--- src/rtl/correlator_pkg.sv ---
// Shared correlator definitions: feeder register offsets, CTRL bit positions,
// pacing FSM states and the offset-binary conversion helper.
package correlator_pkg;

  localparam logic [31:0] OFS_CTRL     = 32'h00;
  localparam logic [31:0] OFS_INTERVAL = 32'h04;
  localparam logic [31:0] OFS_STATUS   = 32'h08;
  localparam logic [31:0] OFS_PUSHCNT  = 32'h0C;
  localparam logic [31:0] OFS_DROPCNT  = 32'h10;

  localparam int CTRL_EN    = 0;
  localparam int CTRL_OBIN  = 1;
  localparam int CTRL_FLUSH = 2;
  localparam int CTRL_BP    = 3;
  localparam int STATUS_OVF = 16;

  typedef enum logic {
    ST_IDLE,
    ST_WAIT
  } pace_state_e;

  // Offset-binary to two's complement is just an MSB flip.
  function automatic logic [15:0] obin_convert(input logic [15:0] s, input logic obin);
    return obin ? {~s[15], s[14:0]} : s;
  endfunction

endpackage

--- src/rtl/sample_fifo.sv ---
// Synchronous sample FIFO with combinational head data, one-cycle flush and
// an occupancy level that ranges 0..DEPTH.
module sample_fifo #(
  parameter int DEPTH = 16,
  parameter int WIDTH = 16,
  localparam int AW = $clog2(DEPTH)
) (
  input  logic             clk,
  input  logic             rst,
  input  logic             flush,
  input  logic             push,
  input  logic [WIDTH-1:0] din,
  input  logic             pop,
  output logic [WIDTH-1:0] dout,
  output logic [AW:0]      level,
  output logic             empty,
  output logic             full
);

  localparam logic [AW-1:0] PTR_ONE = {{(AW-1){1'b0}}, 1'b1};
  localparam logic [AW:0]   LVL_ONE = {{AW{1'b0}}, 1'b1};

  logic [WIDTH-1:0] mem [DEPTH];
  logic [AW-1:0]    wr_ptr;
  logic [AW-1:0]    rd_ptr;

  // Pointers are exactly AW bits wide so they wrap modulo DEPTH for free.
  always_ff @(posedge clk or negedge rst) begin
    if (!rst) begin
      wr_ptr <= '0;
      rd_ptr <= '0;
      level  <= '0;
    end else if (flush) begin
      wr_ptr <= '0;
      rd_ptr <= '0;
      level  <= '0;
    end else begin
      if (push) wr_ptr <= wr_ptr + PTR_ONE;
      if (pop)  rd_ptr <= rd_ptr + PTR_ONE;
      case ({push, pop})
        2'b10:   level <= level + LVL_ONE;
        2'b01:   level <= level - LVL_ONE;
        default: level <= level;
      endcase
    end
  end

  always_ff @(posedge clk) begin
    if (push && !flush) mem[wr_ptr] <= din;
  end

  assign dout  = mem[rd_ptr];
  assign empty = (level == '0);
  assign full  = level[AW];

endmodule

--- src/rtl/adc_feeder.sv ---
// ADC feeder: buffers converter samples and releases them to the correlators
// at a programmable minimum interval, with a small bus-mapped register block.
module adc_feeder
  import correlator_pkg::*;
#(
  parameter int          DEPTH = 16,
  parameter logic [31:0] BASE  = 32'hFE000800
) (
  input  logic        clk,
  input  logic        rst,
  input  logic [31:0] addr,
  input  logic [31:0] Wdata,
  input  logic        write,
  input  logic        read,
  output logic [31:0] Rdata,
  input  logic [15:0] AdcIn,
  input  logic        AdcValid,
  output logic        AdcReady,
  output logic [15:0] ADC,
  output logic        PushADC,
  output logic        Overflow
);

  localparam int AW = $clog2(DEPTH);

  logic        en, obin, bp, ovf;
  logic [15:0] interval, cnt, cnt_next, ival_m1;
  logic [31:0] push_cnt, drop_cnt;
  pace_state_e state, state_next;

  logic        pop, fifo_push, drop, offered, flush;
  logic [15:0] fifo_dout;
  logic [AW:0] level;
  logic        empty, full;
  logic        wr_ctrl, wr_interval, wr_status, wr_pushcnt, wr_dropcnt;

  assign wr_ctrl     = write && (addr == BASE + OFS_CTRL);
  assign wr_interval = write && (addr == BASE + OFS_INTERVAL);
  assign wr_status   = write && (addr == BASE + OFS_STATUS);
  assign wr_pushcnt  = write && (addr == BASE + OFS_PUSHCNT);
  assign wr_dropcnt  = write && (addr == BASE + OFS_DROPCNT);
  assign flush       = wr_ctrl && Wdata[CTRL_FLUSH];

  assign ival_m1 = (interval == 16'd0) ? 16'd0 : interval - 16'd1;

  // A full FIFO still takes a sample when the same cycle pops; flush discards it silently.
  assign AdcReady  = rst && (bp ? !full : 1'b1);
  assign offered   = AdcValid && AdcReady && !flush;
  assign fifo_push = offered && (!full || pop);
  assign drop      = offered && full && !pop;
  assign Overflow  = ovf;

  sample_fifo #(.DEPTH(DEPTH), .WIDTH(16)) u_fifo (
    .clk   (clk),
    .rst   (rst),
    .flush (flush),
    .push  (fifo_push),
    .din   (AdcIn),
    .pop   (pop),
    .dout  (fifo_dout),
    .level (level),
    .empty (empty),
    .full  (full)
  );

  always_comb begin
    state_next = state;
    cnt_next   = cnt;
    pop        = 1'b0;
    case (state)
      ST_IDLE: begin
        if (en) begin
          state_next = ST_WAIT;
          cnt_next   = ival_m1;
        end
      end
      ST_WAIT: begin
        if (!en) begin
          state_next = ST_IDLE;
        end else if (flush) begin
          cnt_next = ival_m1;
        end else if (cnt != 16'd0) begin
          cnt_next = cnt - 16'd1;
        end else if (!empty) begin
          pop      = 1'b1;
          cnt_next = ival_m1;
        end
      end
      default: state_next = ST_IDLE;
    endcase
  end

  always_ff @(posedge clk or negedge rst) begin
    if (!rst) begin
      state   <= ST_IDLE;
      cnt     <= '0;
      ADC     <= '0;
      PushADC <= 1'b0;
    end else begin
      state   <= state_next;
      cnt     <= cnt_next;
      PushADC <= pop;
      if (pop) ADC <= obin_convert(fifo_dout, obin);
    end
  end

  // Bus writes win over same-cycle hardware increments; a drop wins over an OVF clear.
  always_ff @(posedge clk or negedge rst) begin
    if (!rst) begin
      en       <= 1'b0;
      obin     <= 1'b0;
      bp       <= 1'b0;
      interval <= '0;
      ovf      <= 1'b0;
      push_cnt <= '0;
      drop_cnt <= '0;
    end else begin
      if (wr_ctrl) begin
        en   <= Wdata[CTRL_EN];
        obin <= Wdata[CTRL_OBIN];
        bp   <= Wdata[CTRL_BP];
      end
      if (wr_interval) interval <= Wdata[15:0];
      if (drop) ovf <= 1'b1;
      else if (wr_status && Wdata[STATUS_OVF]) ovf <= 1'b0;
      push_cnt <= wr_pushcnt ? Wdata : push_cnt + {31'd0, pop};
      drop_cnt <= wr_dropcnt ? Wdata : drop_cnt + {31'd0, drop};
    end
  end

  always_comb begin
    Rdata = '0;
    if (read && rst) begin
      case (addr)
        BASE + OFS_CTRL:     Rdata = {28'd0, bp, 1'b0, obin, en};
        BASE + OFS_INTERVAL: Rdata = {16'd0, interval};
        BASE + OFS_STATUS:   Rdata = {15'd0, ovf, 6'd0, full, empty, 8'(level)};
        BASE + OFS_PUSHCNT:  Rdata = push_cnt;
        BASE + OFS_DROPCNT:  Rdata = drop_cnt;
        default:             Rdata = '0;
      endcase
    end
  end

endmodule
--- config.mk ---
export PLATFORM = sky130hd
export DESIGN_NAME = adc_feeder
export DESIGN_NICKNAME = d
export VERILOG_FILES = /design/src/rtl/correlator_pkg.sv /design/src/rtl/sample_fifo.sv /design/src/rtl/adc_feeder.sv
export SDC_FILE = /design/constraint.sdc
export NUM_CORES = 1
export LEC_CHECK = 0
export BUFFER_PORTS_ARGS = -buffer_cell sky130_fd_sc_hd__buf_2
export CAP_MARGIN = 20
export CELL_PAD_IN_SITES_DETAIL_PLACEMENT = 1
export CELL_PAD_IN_SITES_GLOBAL_PLACEMENT = 2
export CORE_MARGIN = 2
export CORE_UTILIZATION = 43
export CTS_CLUSTER_DIAMETER = 80
export DETAILED_ROUTE_END_ITERATION = 8
export PLACE_DENSITY_LB_ADDON = 0.12
export SYNTH_ARGS = -nofsm -noshare
export SYNTH_HDL_FRONTEND = slang
export SYNTH_SLANG_ARGS = --single-unit
--- constraint.sdc ---
create_clock -name clk -period 4.94 [get_ports clk]
set_input_delay 0.988 -clock clk [delete_from_list [all_inputs] [get_ports clk]]
set_output_delay 0.988 -clock clk [all_outputs]
set_load 0.05 [all_outputs]
; Word level (Yosys, flattened, before mapping)
; Memories as Yosys holds them, arrays and structs flattened.
; Index checks and enable logic that the tools add are counted.
[totals]
regBits = 131
mem_bits_rw = 256
out_inout_bits = 51
n_memories = 1
[memory_table]
columns = memory, depth, word_bits, read_ports, rd_clocked_by_memory_dff, write_ports, line
row1 = u_fifo.mem, 16, 16, 1, 0, 1, sample_fifo.sv:23  ; logic [WIDTH-1:0] mem [DEPTH];
[op_classes]
n_addsub = 8
n_eq_ne = 10
muxes = 29
bitwise_logic = 2
n_reduce_logical = 27
[op_table]
columns = operator, n
row1 = 32-bit equality test (second input constant), 5
row2 = 32-bit case mux with 5 select lines, 1
row3 = 16-bit 2-to-1 mux, 7
row4 = 32-bit 2-to-1 mux, 3
row5 = 32-bit by 1-bit adder with 32-bit output, 2
row6 = 16-bit case mux with 2 select lines, 1
row7 = 16-bit by 1-bit subtractor with 16-bit output (second input constant), 2
row8 = 16-bit logical NOT, 1
row9 = 4-bit 2-to-1 mux, 4
row10 = 16-bit nonzero test, 1
row11 = 1-bit logical AND, 15
row12 = 1-bit 2-to-1 mux, 11
row13 = 5-bit case mux with 2 select lines, 1
row14 = 4-bit by 1-bit adder with 4-bit output (second input constant), 2
row15 = 2-bit nonzero test, 3
row16 = 5-bit by 1-bit adder with 5-bit output (second input constant), 1
row17 = 5-bit logical NOT, 1
row18 = 5-bit 2-to-1 mux, 1
row19 = 5-bit by 1-bit subtractor with 5-bit output (second input constant), 1
row20 = 2-bit != test (second input constant), 2
row21 = 4-bit by 2-bit != test with 1-bit output (second input constant), 1
row22 = 1-bit logical NOT, 3
row23 = 3-bit AND reduction, 1
row24 = 3-bit nonzero test, 1
row25 = other kinds (4), 5

; Depth between registers and ports, before layout
[depth]
word_depth = 11
depth_mapped = 17
depth_no_buf = 16

; Cells and area by module
; Synthesis repeated with hierarchy kept, for this count alone.
[unflattened]
hier_cells = 1296
area_unflattened_um2 = 17733.3
[modules_own_cells]
columns = mod, instances, cells_each, area_each_um2, seq_area_each_um2
row1 = sample_fifo, 1, 495, 10491.3, 8012.7
row2 = adc_feeder, 1, 801, 7241.9, 2952.8

; Least setup slack after synthesis
; OpenSTA, ideal clock, no wires.
[synth_path]
kind = in2reg
start = in rst
end = reg drop_cnt[24]
t_arrival_ns = 4.935
required_ns = 4.857
setup_slack_ns = -0.078
cell_stages = 14
path_buffers = 1
cell_sequence = a21boi_0 nand2_1 nor2_1 and3_1 ha_1 ha_1 and3_1 and3_1 clkbuf_1 nand2_1 nor4_1 nand4_1 xor2_1 o21ai_0
[synth_between]
elab_chain_cells = 7
[synth_rtl]
columns = item, line
row1 = start: declaration, adc_feeder.sv:10  ; input logic rst,
row2 = 1-bit logical AND, adc_feeder.sv:47  ; assign AdcReady = rst && (bp ? !full : 1'b1);
row3 = 1-bit logical AND (2 in series), adc_feeder.sv:48  ; assign offered = AdcValid && AdcReady && !flush;
row4 = 1-bit logical AND (2 in series), adc_feeder.sv:50  ; assign drop = offered && full && !pop;
row5 = net drop, adc_feeder.sv:31  ; logic pop, fifo_push, drop, offered, flush;
row6 = 32-bit by 1-bit adder with 32-bit output, adc_feeder.sv:127  ; drop_cnt <= wr_dropcnt ? Wdata : drop_cnt + {31'd0, drop};
row7 = 32-bit 2-to-1 mux, adc_feeder.sv:127
row8 = end signal: assignment, adc_feeder.sv:127
row9 = end: declaration, adc_feeder.sv:28  ; logic [31:0] push_cnt, drop_cnt;
; The timed path passes the listed nets, and every way through them passes these cells.
; A chain may end at the register's enable or synchronous reset.

; Worst setup path after layout
[layout_path]
start = in addr[9]
end = out Rdata[0]
[layout_between]
elab_chain_cells = 3
word_cells_on_any_way = 7
cone_classes = eq/ne: 5 / mux: 2
[layout_rtl]
columns = item, line
row1 = start: declaration, adc_feeder.sv:11  ; input logic [31:0] addr,
row2 = 32-bit equality test, adc_feeder.sv:134  ; case (addr)
row3 = 32-bit case mux with 5 select lines *, adc_feeder.sv:134
row4 = 32-bit 2-to-1 mux *, adc_feeder.sv:133  ; if (read && rst) begin
row5 = end: declaration, adc_feeder.sv:15  ; output logic [31:0] Rdata,
; Mark *: on every way between the ends. The rest lies on a longest branch, timed or not.

==> impl_results.md <==
* Crit path from: addr[9]
* Internal cell power at 5.699 mW
* Port-buffer cells at 135
* Commonest non-fill, non-tap cell in the layout: edfxtp_1
* Distinct cells, synth at 69
* CP required at 3.95 ns
* Post-CTS Resized at 0
* Async SR Flop Fraction at 0.3385
* Peak VDD IR at 0.3509 mV
* Total GRT Usage at 0.2313
* Total power at 7.393 mW
* Num ports at 136
* Core box area at 0.04055 sq mm
* Max Freq at 225.7 MHz
* Die H at 206.1 um
* Cts bufs inserted at 44
* Number of global-route vias before repair at 11950
* Sw Ratio at 0.2291
* Power density cells at 361.0 mW/mm^2
* Vias per inst at 5.611
* Die width at 206.1 um
* Max clock buf depth at 3
* Final ANT Viol Nets at 0
* Largest net degree at the start of global routing at 133
* Period utilization at 0.8970
* Min Hold Slack at 0.4639 ns
* Synth Area in Simple Gates at 0.1139
* CTS H-tree depth at 2
* Slew Limit Headroom at 0.4019
* Final setup TNS at 0 ns
* Status: finished, final reports clean
* Worst-path clk slew at 0.06 ns
* Synth Area in Compound Gates at 0.07509
* WHS Path Cells at 2
* Post-synthesis sequential area ratio at 0.6243
* P&R area growth vs syn at 16.62%
* Iter 0 DRT Violations at 696
* XOR/XNOR Fraction of Synth Area at 0.03890
* Startpoint Class: primary input
* Pins over their slew limit at 0
* Initial antenna violation count at 2
* Share of cells above drive strength 1 at 0.2559
* Cells on worst reg2reg path at 17
* Crit Path Category: in2out
* Setup violations, final at 0
* Share of the synthesized area in the top cell type at 0.4377
* Worst-Margin Slew at 0.8950 ns
* Setup Skew at 0.02962 ns
* Vias at 11320
* Latest clock arrival within the worst-skew pair at 0.58 ns
* Avg WL per Cell at 23.65 um
* TritonCTS clock tree: built
* Largest family of logic cells by synthesized area: multiplexers
* CTS Hold Bufs at 0
* First drt pass iteration count at 5
* Hpwl dp at 30.93 mm
* Max-cap viol count at 0
* GP Congestion at 0.8014
* Main synth FF type: edfxtp_1
* Unrepaired setup endpoints after global routing: no
* Min-delay worst type: reg2reg
* Share of power burned in registers at 0.498
* P_leak at 8.080 nW
* Total Wirelength at 47.72 mm
* Crit path DAT at 3.44 ns
* Die area at 0.04248 sq mm
* Post CTS Setup Buffer Count at 0
* Syn nets at 1386
* Syn Std Cell Area at 0.01756 sq mm
* Clock Sinks at 387
* Flops & latches, synth at 387
* Grt total ovfl at 0
* Fin. Hold Viols at 0
* Number of synthesis warnings at 0
* DR DRC count at 0
* CTS root buf: clkbuf_16
* Num rows at 74
* Most frequent cells in the layout: edfxtp_1 (256), buf_2 (134), dfrtp_1 (129)
* Syn Area/Cell at 13.64 sq um
* Worst Hold Launch: ADC[13]
* Mapped Cells at 1288
* Mux contribution to synthesized area at 0.1175
* Minimum clock period at 4.431 ns
* Worst-path fanout max at 8
* Switch Pwr at 1.694 mW
* Crit path capture type: output port
* Leading area contributor after synthesis: edfxtp_1
* Adder-Cell Fraction of Synth Area at 0.009261
* Final nets at 1548
* Ranking of synthesized cells by area: edfxtp_1 (44%), dfrtp_1 (19%), mux4_2 (7.8%), mux2_2 (2.5%), nand2_1 (2.3%)
* Clk pwr share at 0.445
* FF-to-FF Start: cnt[0]
* Starting density of the core at 0.4331
* Comb pwr share at 0.057
* Post-Place Cells at 1935
* Final Non-Filler Cells at 2018
* Global-route wire length before repair at 72.95 mm
* EDFF count, synth at 256
==> layer usage <==
metal	vias to the layer above	global-route usage	routed length (um)
li1	5216	-	-
met1	5769	0.3050	20750
met2	253	0.3929	23650
met3	84	0.03658	2073
met4	2	0.07423	1243
met5	-	0	11
==> final timing paths <==
check,endpoint,slack [ns]
min reg2reg,ADC[13],0.46
min in group asynchronous,u_fifo.wr_ptr[1],0.55
min,ADC[13],0.46
max in group asynchronous,u_fifo.rd_ptr[0],3.74
max,Rdata[0],0.51
max reg2reg,drop_cnt[24],0.76
==> worst max-delay path, cell delays in order <==
cell and delay [ns]:
buf_2 0.10, nor4b_2 0.49, nand4_1 0.36, nor2_1 0.35
and3_1 0.47, a222oi_1 0.17, nor2_1 0.21, buf_2 0.30
==> area by class of cell <==
cell class	instances	area, sq um
fillers	4105	20070
flip-flops and latches	387	10970
multi-input cells	814	6241
clock buffers	55	1172
repair buffers	182	1060
well taps	532	665.6
clock inverters	26	291.5
inverters	21	78.83
diodes	1	2.502
==> power groups by stage <==
stage,Clock [mW],Sequential [mW],Combinational (mW)
5_1_grt,3.48,3.69,0.471
3_5_place_dp,0,3.74,0.432
3_3_place_gp,0,3.74,0.419
4_1_cts,3.36,3.68,0.432
2_1_floorplan,0,3.73,0.200
6_report,3.29,3.68,0.422
==> registers in the layout (all words and copies together), names as in the netlist <==
register,flops
ADC,16
Overflow,1
PushADC,1
bp,1
cnt,16
drop_cnt,32
en,1
interval,16
obin,1
push_cnt,32
state,1
u_fifo.level,5
u_fifo.mem,256
u_fifo.rd_ptr,4
u_fifo.wr_ptr,4
==> logic make-up (layout without fill, tap and decap cells) <==
family	Yosys count	count (layout)
buf+inv	87	284
mux	125	125
xor+xnor	78	78
fa+ha+maj	13	13
compound gates	202	202
flops	387	387
simple gates	396	396
other cells	0	1
==> synth_stat cells, types with 4 or more instances <==
library cell / n
dfrtp_1: 131
a21oi_1: 50
or3_1: 6
and2_1: 23
edfxtp_1: 256
a21o_1: 11
and3_1: 21
o21ai_0: 62
and4_1: 6
nor4_1: 9
nand2_1: 109
mux2_2: 39
or4_1: 4
mux2i_1: 25
ha_1: 13
nor3_1: 38
a22oi_1: 26
clkbuf_1: 47
xor2_1: 41
mux4_2: 61
buf_2: 13
nand3_1: 29
a221oi_1: 10
xnor2_1: 37
a222oi_1: 16
o22ai_1: 4
nor2_1: 106
nand4_1: 15
inv_1: 20
==> through the flow <==
step	util	setup WS, ns	area (sq um)
after floorplan	-	0.4076	17560
after global placement	0.4684	0.6529	19000
after detailed placement	0.4684	0.5669	19000
after CTS	0.5045	0.5625	20460
after global routing	0.5051	0.2548	20480
final	0.5051	0.5090	20480
Note: power is estimated with default switching activity, not from simulation.
